==> config.mk <==
export PLATFORM = sky130hd
export DESIGN_NAME = game_seq
export DESIGN_NICKNAME = d
export VERILOG_FILES = /design/src/rtl/game_defs.sv /design/src/rtl/btn_debounce.sv /design/src/rtl/game_seq.sv
export SDC_FILE = /design/constraint.sdc
export NUM_CORES = 1
export LEC_CHECK = 0
export ABC_AREA = 1
export CELL_PAD_IN_SITES_DETAIL_PLACEMENT = 1
export CELL_PAD_IN_SITES_GLOBAL_PLACEMENT = 1
export CORE_UTILIZATION = 35
export DETAILED_ROUTE_END_ITERATION = 6
export GPL_TIMING_DRIVEN = 0
export PLACE_DENSITY = 0.68
export SYNTH_ARGS = -nofsm -noshare
export SYNTH_HDL_FRONTEND = slang
export SYNTH_SLANG_ARGS = --single-unit
==> constraint.sdc <==
create_clock -name clk -period 2.75 [get_ports clk]
set_clock_uncertainty 0.1 [all_clocks]
set_input_delay 0.4125 -clock clk [delete_from_list [all_inputs] [get_ports clk]]
set_output_delay 0.4125 -clock clk [all_outputs]
set_load 0.01 [all_outputs]
==> src/rtl/game_defs.sv <==
// Shared definitions for the Pacman game: state codes, direction codes,
// button bit positions and the saturating score adder.
package game_defs;

  typedef enum logic [2:0] {
    ST_IDLE  = 3'd0,
    ST_PLAY  = 3'd1,
    ST_PAUSE = 3'd2,
    ST_DYING = 3'd3,
    ST_OVER  = 3'd4,
    ST_WIN   = 3'd5
  } game_state_e;

  typedef enum logic [1:0] {
    DIR_UP    = 2'd0,
    DIR_DOWN  = 2'd1,
    DIR_LEFT  = 2'd2,
    DIR_RIGHT = 2'd3
  } dir_e;

  localparam int BTN_UP    = 0;
  localparam int BTN_DOWN  = 1;
  localparam int BTN_LEFT  = 2;
  localparam int BTN_RIGHT = 3;
  localparam int BTN_START = 4;
  localparam int BTN_W     = 5;

  // Add at 17 bits so the carry shows the overflow, then clamp.
  function automatic logic [15:0] sat_add(input logic [15:0] a, input logic [15:0] b);
    logic [16:0] sum;
    sum = {1'b0, a} + {1'b0, b};
    return sum[16] ? 16'hFFFF : sum[15:0];
  endfunction

endpackage

==> src/rtl/btn_debounce.sv <==
// One button: 2-flop synchronizer followed by a stability counter that only
// lets the output follow after DEBOUNCE_CYCLES consecutive differing cycles.
module btn_debounce #(
  parameter int DEBOUNCE_CYCLES = 250000
) (
  input  logic clk_i,
  input  logic rst_ni,
  input  logic btn_i,
  output logic db_o
);

  localparam int CW = (DEBOUNCE_CYCLES > 1) ? $clog2(DEBOUNCE_CYCLES) : 1;
  localparam logic [CW-1:0] CNT_MAX = CW'(DEBOUNCE_CYCLES - 1);

  logic          sync1_q, sync2_q;
  logic [CW-1:0] cnt_q, cnt_d;
  logic          db_q, db_d;

  always_comb begin
    cnt_d = '0;
    db_d  = db_q;
    if (sync2_q != db_q) begin
      if (cnt_q == CNT_MAX) db_d = sync2_q;
      else                  cnt_d = cnt_q + 1'b1;
    end
  end

  always_ff @(posedge clk_i or negedge rst_ni) begin
    if (!rst_ni) begin
      sync1_q <= 1'b0;
      sync2_q <= 1'b0;
      cnt_q   <= '0;
      db_q    <= 1'b0;
    end else begin
      sync1_q <= btn_i;
      sync2_q <= sync1_q;
      cnt_q   <= cnt_d;
      db_q    <= db_d;
    end
  end

  assign db_o = db_q;

endmodule

==> src/rtl/game_seq.sv <==
// Game-flow sequencer: debounced buttons, top-level game FSM, frame-locked
// move ticks, score/lives bookkeeping and the level_reset pulse for graphic.
module game_seq
  import game_defs::*;
#(
  parameter int DEBOUNCE_CYCLES = 250000,
  parameter int MOVE_DIV        = 4,
  parameter int DEATH_FRAMES    = 120,
  parameter int LIVES_INIT      = 3,
  parameter int PELLET_POINTS   = 10
) (
  input  logic        clk,
  input  logic        reset,
  input  logic [4:0]  btn,
  input  logic        vsync,
  input  logic        pellet_eaten,
  input  logic        ghost_hit,
  input  logic        pellets_empty,
  output logic [2:0]  state,
  output logic [1:0]  dir,
  output logic        move_tick,
  output logic [1:0]  lives,
  output logic [15:0] score,
  output logic        level_reset
);

  localparam logic [3:0]  MOVE_LAST  = 4'(MOVE_DIV - 1);
  localparam logic [7:0]  DEATH_LAST = 8'(DEATH_FRAMES - 1);
  localparam logic [1:0]  LIVES_RST  = 2'(LIVES_INIT);
  localparam logic [15:0] POINTS     = 16'(PELLET_POINTS);

  logic [BTN_W-1:0] db;
  logic             start_prev_q, start_press;
  logic             vs_q, frame_q;

  game_state_e state_q, state_d;
  logic [1:0]  dir_q, dir_d;
  logic [1:0]  lives_q, lives_d;
  logic [15:0] score_q, score_d;
  logic        lr_q, lr_d;
  logic        mt_q, mt_d;
  logic [3:0]  div_q, div_d;
  logic [7:0]  dcnt_q, dcnt_d;

  for (genvar i = 0; i < BTN_W; i++) begin : g_db
    btn_debounce #(.DEBOUNCE_CYCLES(DEBOUNCE_CYCLES)) u_db (
      .clk_i  (clk),
      .rst_ni (reset),
      .btn_i  (btn[i]),
      .db_o   (db[i])
    );
  end

  assign start_press = db[BTN_START] & ~start_prev_q;

  always_comb begin
    state_d = state_q;
    dir_d   = dir_q;
    lives_d = lives_q;
    score_d = score_q;
    lr_d    = 1'b0;
    mt_d    = 1'b0;
    div_d   = div_q;
    dcnt_d  = dcnt_q;
    case (state_q)
      ST_IDLE: begin
        if (start_press) begin
          state_d = ST_PLAY;
          score_d = '0;
          lives_d = LIVES_RST;
          dir_d   = DIR_LEFT;
          lr_d    = 1'b1;
          div_d   = '0;
        end
      end
      ST_PLAY: begin
        if (pellet_eaten) score_d = sat_add(score_q, POINTS);
        case (db[BTN_RIGHT:BTN_UP])
          4'b0001: dir_d = DIR_UP;
          4'b0010: dir_d = DIR_DOWN;
          4'b0100: dir_d = DIR_LEFT;
          4'b1000: dir_d = DIR_RIGHT;
          default: dir_d = dir_q;
        endcase
        if (frame_q) begin
          if (div_q == MOVE_LAST) begin
            mt_d  = 1'b1;
            div_d = '0;
          end else begin
            div_d = div_q + 4'd1;
          end
        end
        if (ghost_hit) begin
          state_d = ST_DYING;
          dcnt_d  = '0;
        end else if (pellets_empty) begin
          state_d = ST_WIN;
        end else if (start_press) begin
          state_d = ST_PAUSE;
        end
      end
      ST_PAUSE: begin
        if (start_press) begin
          state_d = ST_PLAY;
          div_d   = '0;
        end
      end
      ST_DYING: begin
        if (frame_q) begin
          if (dcnt_q == DEATH_LAST) begin
            dcnt_d = '0;
            if (lives_q == 2'd1) begin
              lives_d = '0;
              state_d = ST_OVER;
            end else begin
              lives_d = lives_q - 2'd1;
              lr_d    = 1'b1;
              state_d = ST_PLAY;
              div_d   = '0;
            end
          end else begin
            dcnt_d = dcnt_q + 8'd1;
          end
        end
      end
      ST_OVER, ST_WIN: begin
        if (start_press) state_d = ST_IDLE;
      end
      default: state_d = ST_IDLE;
    endcase
  end

  // vs_q/frame_q form the edge register: frame_q is one cycle per vsync fall.
  always_ff @(posedge clk or negedge reset) begin
    if (!reset) begin
      start_prev_q <= 1'b0;
      vs_q         <= 1'b0;
      frame_q      <= 1'b0;
      state_q      <= ST_IDLE;
      dir_q        <= DIR_LEFT;
      lives_q      <= LIVES_RST;
      score_q      <= '0;
      lr_q         <= 1'b0;
      mt_q         <= 1'b0;
      div_q        <= '0;
      dcnt_q       <= '0;
    end else begin
      start_prev_q <= db[BTN_START];
      vs_q         <= vsync;
      frame_q      <= vs_q & ~vsync;
      state_q      <= state_d;
      dir_q        <= dir_d;
      lives_q      <= lives_d;
      score_q      <= score_d;
      lr_q         <= lr_d;
      mt_q         <= mt_d;
      div_q        <= div_d;
      dcnt_q       <= dcnt_d;
    end
  end

  assign state       = state_q;
  assign dir         = dir_q;
  assign lives       = lives_q;
  assign score       = score_q;
  assign level_reset = lr_q;
  assign move_tick   = mt_q;

endmodule

==> results of run 1 <==
final cells by class:
class                           count  area (um2)  share of cell area
Multi-Input combinational cell    833        3840               0.409
Inverter                          142         533              0.0568
Timing Repair Buffer               37         389              0.0415
Clock inverter                     14         159              0.0169
Sequential cell                   145        3630               0.387
Tap cell                          285         357              0.0380
Buffer                              5        45.0             0.00480
Clock buffer                       18         429              0.0457
layout by cell type, fill, tap and decap left out, types with 22 or more instances in the layout:
master / netlist / routed
a21oi_1: 22 / 22
dfrtp_1: 142 / 142
nor3_1: 27 / 27
nor2_1: 244 / 244
xor2_1: 35 / 35
inv_1: 136 / 136
nand2_1: 316 / 316
nand3_1: 86 / 86
o21ai_0: 23 / 23
clkdlybuf4s50_1: 0 / 34
power by group:
| group | internal [mW] | total, mW | switching (mW) |
|---|---|---|---|
| registers | 2.16 | 2.18 | 0.0247 |
| logic | 0.0400 | 0.134 | 0.0939 |
| clock network | 1.35 | 2.31 | 0.964 |
| total | 3.55 | 4.63 | 1.08 |
logic make-up (layout without fill, tap and decap cells):
logic type	Yosys count	after routing	synth area share
AO/OA/AOI/OAI	57	57	0.0384
AND/OR/NAND/NOR	718	718	0.371
XOR/XNOR	49	49	0.0533
adder cells (fa/ha/maj)	9	9	0.0140
flip-flops	145	145	0.451
buffers and inverters	147	216	0.0718
sequential cells by signal, summed over array words and instances, names as in the netlist:
| signal | cells |
|---|---|
| dcnt_q | 8 |
| vs_q | 1 |
| level_reset | 1 |
| g_db.u_db.sync2_q | 5 |
| move_tick | 1 |
| start_prev_q | 1 |
| g_db.u_db.sync1_q | 5 |
| g_db.u_db.cnt_q | 90 |
| frame_q | 1 |
| score | 16 |
| state | 3 |
| dir | 2 |
| div_q | 4 |
| lives | 2 |
| g_db.u_db.db_o | 5 |
metal layers:
| layer | global-route usage | routed length [um] |
|---|---|---|
| met5 | 0 | 0 |
| met4 | 0.0486 | 187 |
| met3 | 0.0335 | 479 |
| met2 | 0.305 | 9090 |
| met1 | 0.247 | 9970 |
through the flow:
step	instances	area (um2)	TNS, ns
finish	1479	9390	0
global placement	1445	8760	-733.27
floorplan	1125	8050	0
CTS	1479	9390	0
global route	1479	9390	0
detailed placement	1446	8790	0
worst paths after layout:
check | from | to | slack [ns] | depth (start not counted)
worst max-delay path | state[1]$_DFFE_PN0P_ | state[1] | 0.59 | 1
worst min-delay path | g_db[0].u_db.sync1_q$_DFF_PN0_ | g_db[0].u_db.sync2_q$_DFF_PN0_ | 0.25 | 0
worst max register to register | g_db[0].u_db.sync2_q$_DFF_PN0_ | g_db[0].u_db.cnt_q[7]$_DFF_PN0_ | 0.73 | 4
worst min register to register | g_db[0].u_db.sync1_q$_DFF_PN0_ | g_db[0].u_db.sync2_q$_DFF_PN0_ | 0.25 | 0
max in group asynchronous | reset | dir[1]$_DFFE_PN1P_ | 1.23 | 3
min in group asynchronous | reset | g_db[2].u_db.cnt_q[9]$_DFF_PN0_ | 0.52 | 2
repair_timing:
action	CTS	global route
hold endpoints to repair	6	0
resized for setup	0	0
hold buffers	1	0
==> impl_metrics.toml, run 1 <==
[power_and_ir_drop]
leakage_nw = 4.24
p_total_mw = 4.63
power.density_nw_per_um2 = 493
vdd_ir_drop_max_uv = 328

[logic_synthesis]
yosys.area.top_type = "dfrtp_1"
synthCells = 1125
synth_cell_type_count = 37
synth.avg_cell_area_um2 = 7.16
synthFlopType = "dfrtp_1"
async_flop_share = 1.00
ys_seq_elements = 145
synth.area.top_cells = "dfrtp_1 44%, nand2_1 15%, nor2_1 11%"
syn_area_um2 = 8050
synthMostInstantiatedCell = "nand2_1"
synth-edff-count = 0
syn-num-nets = 1145
yosysSeqAreaShare = 0.451
yosysTopAreaCellShare = 0.441
synth_common_cells = "316 x nand2_1, 244 x nor2_1, 142 x dfrtp_1"
yosys_warnings = 0

[sta]
period_share = 0.785
fmax_mhz = 463
slew_headroom = 0.302
finalWorstSetupSlack_ns = 0.591
setup_violations = 0
rsz0062_at_grt = "no"
fin_crit_ns = 2.16
hold_viol_final = 0
whs_ns = 0.249
worst_pin_slew_ns = 1.04
slew_violations = 0

[placement]
io_buffers = 35
dpl_worst_slack_ns = 0.726
hpwlAfterDp_mm = 14.8
globalplace.congestion = 0.802

[global_route]
grt_pass1_wl_mm = 35.1
antenna_found_initial = 0
grt_usage = 0.184
grt-ovfl-total = 0
grt_pass1_vias = 7351
grt_max_degree = 91

[clock_tree]
cts_root_buf = "clkbuf_16"
clkSinkCount = 145
cts_tree = "built"
postCtsSetupRepairBufs = 0
cts_buffer_depth = 2
clock_latency_ns = 0.43
clkTransAtPathRegs_ns = 0.06
cts_made_buffers = 17
htreeDepth = 4

[die]
die_area_um2 = 23600
fp-row-count = 55
start_util = 0.357
io-pin-count = 36
die_y_um = 154
coreArea_um2 = 22600
die_x_um = 154

[setup_path]
slowest_stage = "clkdlybuf4s50_1"
critPathLaunchType = "flop"
crit_buf_inv = 1
max_stage_delay_ns = 0.62
critPathArrivalTime_ns = 1.65
cp_top_family = "buffers and inverters"
path_max_fanout = 8
path_cells = "clkdlybuf4s50_1"
critPathKind = "reg -> out"
cp-end-kind = "primary output"
crit_required_ns = 2.24

[worst_hold_path]
worstHoldPathType = "reg -> reg"

[routing]
drt_first_iter_violations = 228
drc = 0
num_vias = 7011
firstDrtPassIters = 4
routed_wl_mm = 19.7
routedWlPerCell_um = 13.3
postRouteAntennaNets = 0
viasPerCell = 4.74

[status]
status = "finished clean"

[flow_run]
cap_violations = 0

[finish]
fillers = 2857
postLayoutCoreUtil = 0.416
area_delta_synth_final_pct = 16.6
drive_gt1_frac = 0.0544
num-nets-final = 1201
antenna_cells = 0
(Power assumes the default switching activity.)
==> inputs of run 2 (changes only) <==
--- a/config.mk
+++ b/config.mk
@@ -11,7 +11,7 @@
 export CORE_UTILIZATION = 35
 export DETAILED_ROUTE_END_ITERATION = 6
 export GPL_TIMING_DRIVEN = 0
-export PLACE_DENSITY = 0.68
+export PLACE_DENSITY = 0.71
 export SYNTH_ARGS = -nofsm -noshare
 export SYNTH_HDL_FRONTEND = slang
 export SYNTH_SLANG_ARGS = --single-unit
==> constraint.sdc (replaced) <==
create_clock -name clk -period 1.8 [get_ports clk]
set_clock_uncertainty 0.1 [all_clocks]
set_input_delay 0.27 -clock clk [delete_from_list [all_inputs] [get_ports clk]]
set_output_delay 0.27 -clock clk [all_outputs]
set_load 0.01 [all_outputs]
==> impl_metrics.toml, run 2 (synthesis gave the netlist of run 1 again) <==
[status]
status = "finished clean"

[die]
coreArea_um2 = 22600
die_area_um2 = 23600
start_util = 0.357
fp-row-count = 55
die_x_um = 154
die_y_um = 154
io-pin-count = 36

[routing]
routed.top_layer = "met4"
met2RoutedLength_mm = 9.96
firstDrtPassIters = 4
routedWlPerCell_um = 13.8
postRouteAntennaNets = 0
routed_wl_mm = 20.6
route.met3.wl_um = 445
wl_met1_mm = 10.0
num_vias = 7191
viasPerCell = 4.80
drc = 0
drt_first_iter_violations = 275

[sta]
finalWorstSetupSlack_ns = 0.0396
tns_ns = 0
period_share = 0.978
slew_headroom = 0.600
worst_pin_slew_ns = 0.598
hold_viol_final = 0
fin_crit_ns = 1.76
setup_violations = 0
slew_violations = 0
fmax_mhz = 568

[clock_tree]
cts_root_buf = "clkbuf_16"
clock_latency_ns = 0.42
clkSinkCount = 145
clkTransAtPathRegs_ns = 0.06
cts_tree = "built"
htreeDepth = 4
cts_made_buffers = 17
cts_buffer_depth = 2

[setup_path]
crit_buf_inv = 1
slowest_stage = "clkdlybuf4s50_1"
crit_required_ns = 1.43
critPathArrivalTime_ns = 1.39
max_stage_delay_ns = 0.56
path_max_fanout = 4
cp_top_family = "buffers and inverters"
critPathKind = "reg -> out"
critPathLaunchType = "flop"
cp-end-kind = "primary output"
path_cells = "clkdlybuf4s50_1"

[power_and_ir_drop]
vdd_ir_drop_max_uv = 520
power.density_nw_per_um2 = 741
leakage_nw = 4.39
p_total_mw = 7.21

[finish]
area_delta_synth_final_pct = 20.9
multi_input_area_um2 = 4000
seqCellArea_um2 = 3650
regMostFlops = "g_db.u_db.cnt_q"
mostFrequentLayoutCells = "311 x nand2_1, 228 x nor2_1, 133 x inv_1, 130 x dfrtp_1, 81 x nand3_1"
drive_gt1_frac = 0.109
largest_register_ffs = 90
stdcell_count = 1499
mostFrequentLayoutCell = "nand2_1"
fillers = 2839
antenna_cells = 0
num-nets-final = 1222

[placement]
globalplace.congestion = 0.803
placed_cells = 1446
io_buffers = 35
dpl_worst_slack_ns = -0.247
hpwlAfterDp_mm = 15.0

[global_route]
grt_pass1_wl_mm = 36.1
antenna_found_initial = 0
grt_max_degree = 95
grt_pass1_vias = 7634
grt_usage = 0.188
grt-ovfl-total = 0

[flow_run]
cap_violations = 0

[worst_hold_path]
worstHoldPathType = "in -> reg"
==> run 2: cell count changes in the layout (fill, tap and decap cells not counted), sizes merged, moves of 2 or more <==
cell	delta
buf	+21
dlygate4sd2	+3
clkbuf	+4
dlymetal6s2s	+2
clkdlybuf4s50	-5
clkinvlp	-5
==> run 2: area by class of cell <==
cell class	count	area share
timing repair buffer	58	0.0563
sequential	145	0.375
buffer	5	0.00463
clock inverter	9	0.0135
clock buffer	22	0.0487
multi-input combinational	833	0.411
inverter	142	0.0547
tap	285	0.0366
==> run 2: worst paths after layout <==
kind | start | endpoint | slack, ns | cells past startpoint
max | score[1]$_DFFE_PN0P_ | score[1] | 0.04 | 1
min | btn[4] | g_db[4].u_db.sync1_q$_DFF_PN0_ | 0.19 | 1
max reg2reg | g_db[2].u_db.cnt_q[0]$_DFF_PN0_ | g_db[2].u_db.cnt_q[14]$_DFF_PN0_ | 0.14 | 8
min reg2reg | g_db[1].u_db.sync1_q$_DFF_PN0_ | g_db[1].u_db.sync2_q$_DFF_PN0_ | 0.25 | 0
max in group asynchronous | reset | g_db[4].u_db.cnt_q[0]$_DFF_PN0_ | 0.45 | 3
min in group asynchronous | reset | g_db[1].u_db.cnt_q[12]$_DFF_PN0_ | 0.27 | 2
==> run 2: repair_timing <==
| action | CTS | global route |
|---|---|---|
| hold buffers | 1 | 0 |
| setup endpoints to repair | 60 | 79 |
| buffers inserted | 8 | 13 |
| pin swaps | 1 | 6 |
| hold endpoints to repair | 49 | 0 |
| resized for setup | 25 | 38 |
==> run 2: per-layer routing <==
layer / global-route usage / vias to the layer above
met1: 0.242 / 3462
met4: 0.0457 / 0
met3: 0.0335 / 10
li1: - / 3659
met5: 0 / -
met2: 0.327 / 60
==> run 2: per-stage QoR <==
| step | utilization | instance area, um2 | hold WS (ns) |
|---|---|---|---|
| 3_3_place_gp | 0.388 | 8760 | 0.236 |
| 6_report | 0.431 | 9740 | 0.194 |
| 2_1_floorplan | - | 8050 | -0.126 |
| 3_5_place_dp | 0.389 | 8790 | 0.159 |
| 5_1_grt | 0.431 | 9740 | 0.177 |
| 4_1_cts | 0.422 | 9520 | 0.178 |
==> run 2: report_power, final <==
group	switching (mW)	internal, mW
logic	0.149	0.0666
registers	0.0411	3.30
clock network	1.37	2.28
total	1.56	5.65
==> inputs of run 3 (changes only) <==
--- a/config.mk
+++ b/config.mk
@@ -10,6 +10,7 @@
 export CELL_PAD_IN_SITES_GLOBAL_PLACEMENT = 1
 export CORE_UTILIZATION = 35
 export DETAILED_ROUTE_END_ITERATION = 6
+export GPL_ROUTABILITY_DRIVEN = 0
 export GPL_TIMING_DRIVEN = 0
 export PLACE_DENSITY = 0.71
 export SYNTH_ARGS = -nofsm -noshare
==> results of run 3 <==
Same layout as run 2: the final DEF is identical, and so are final timing and power.
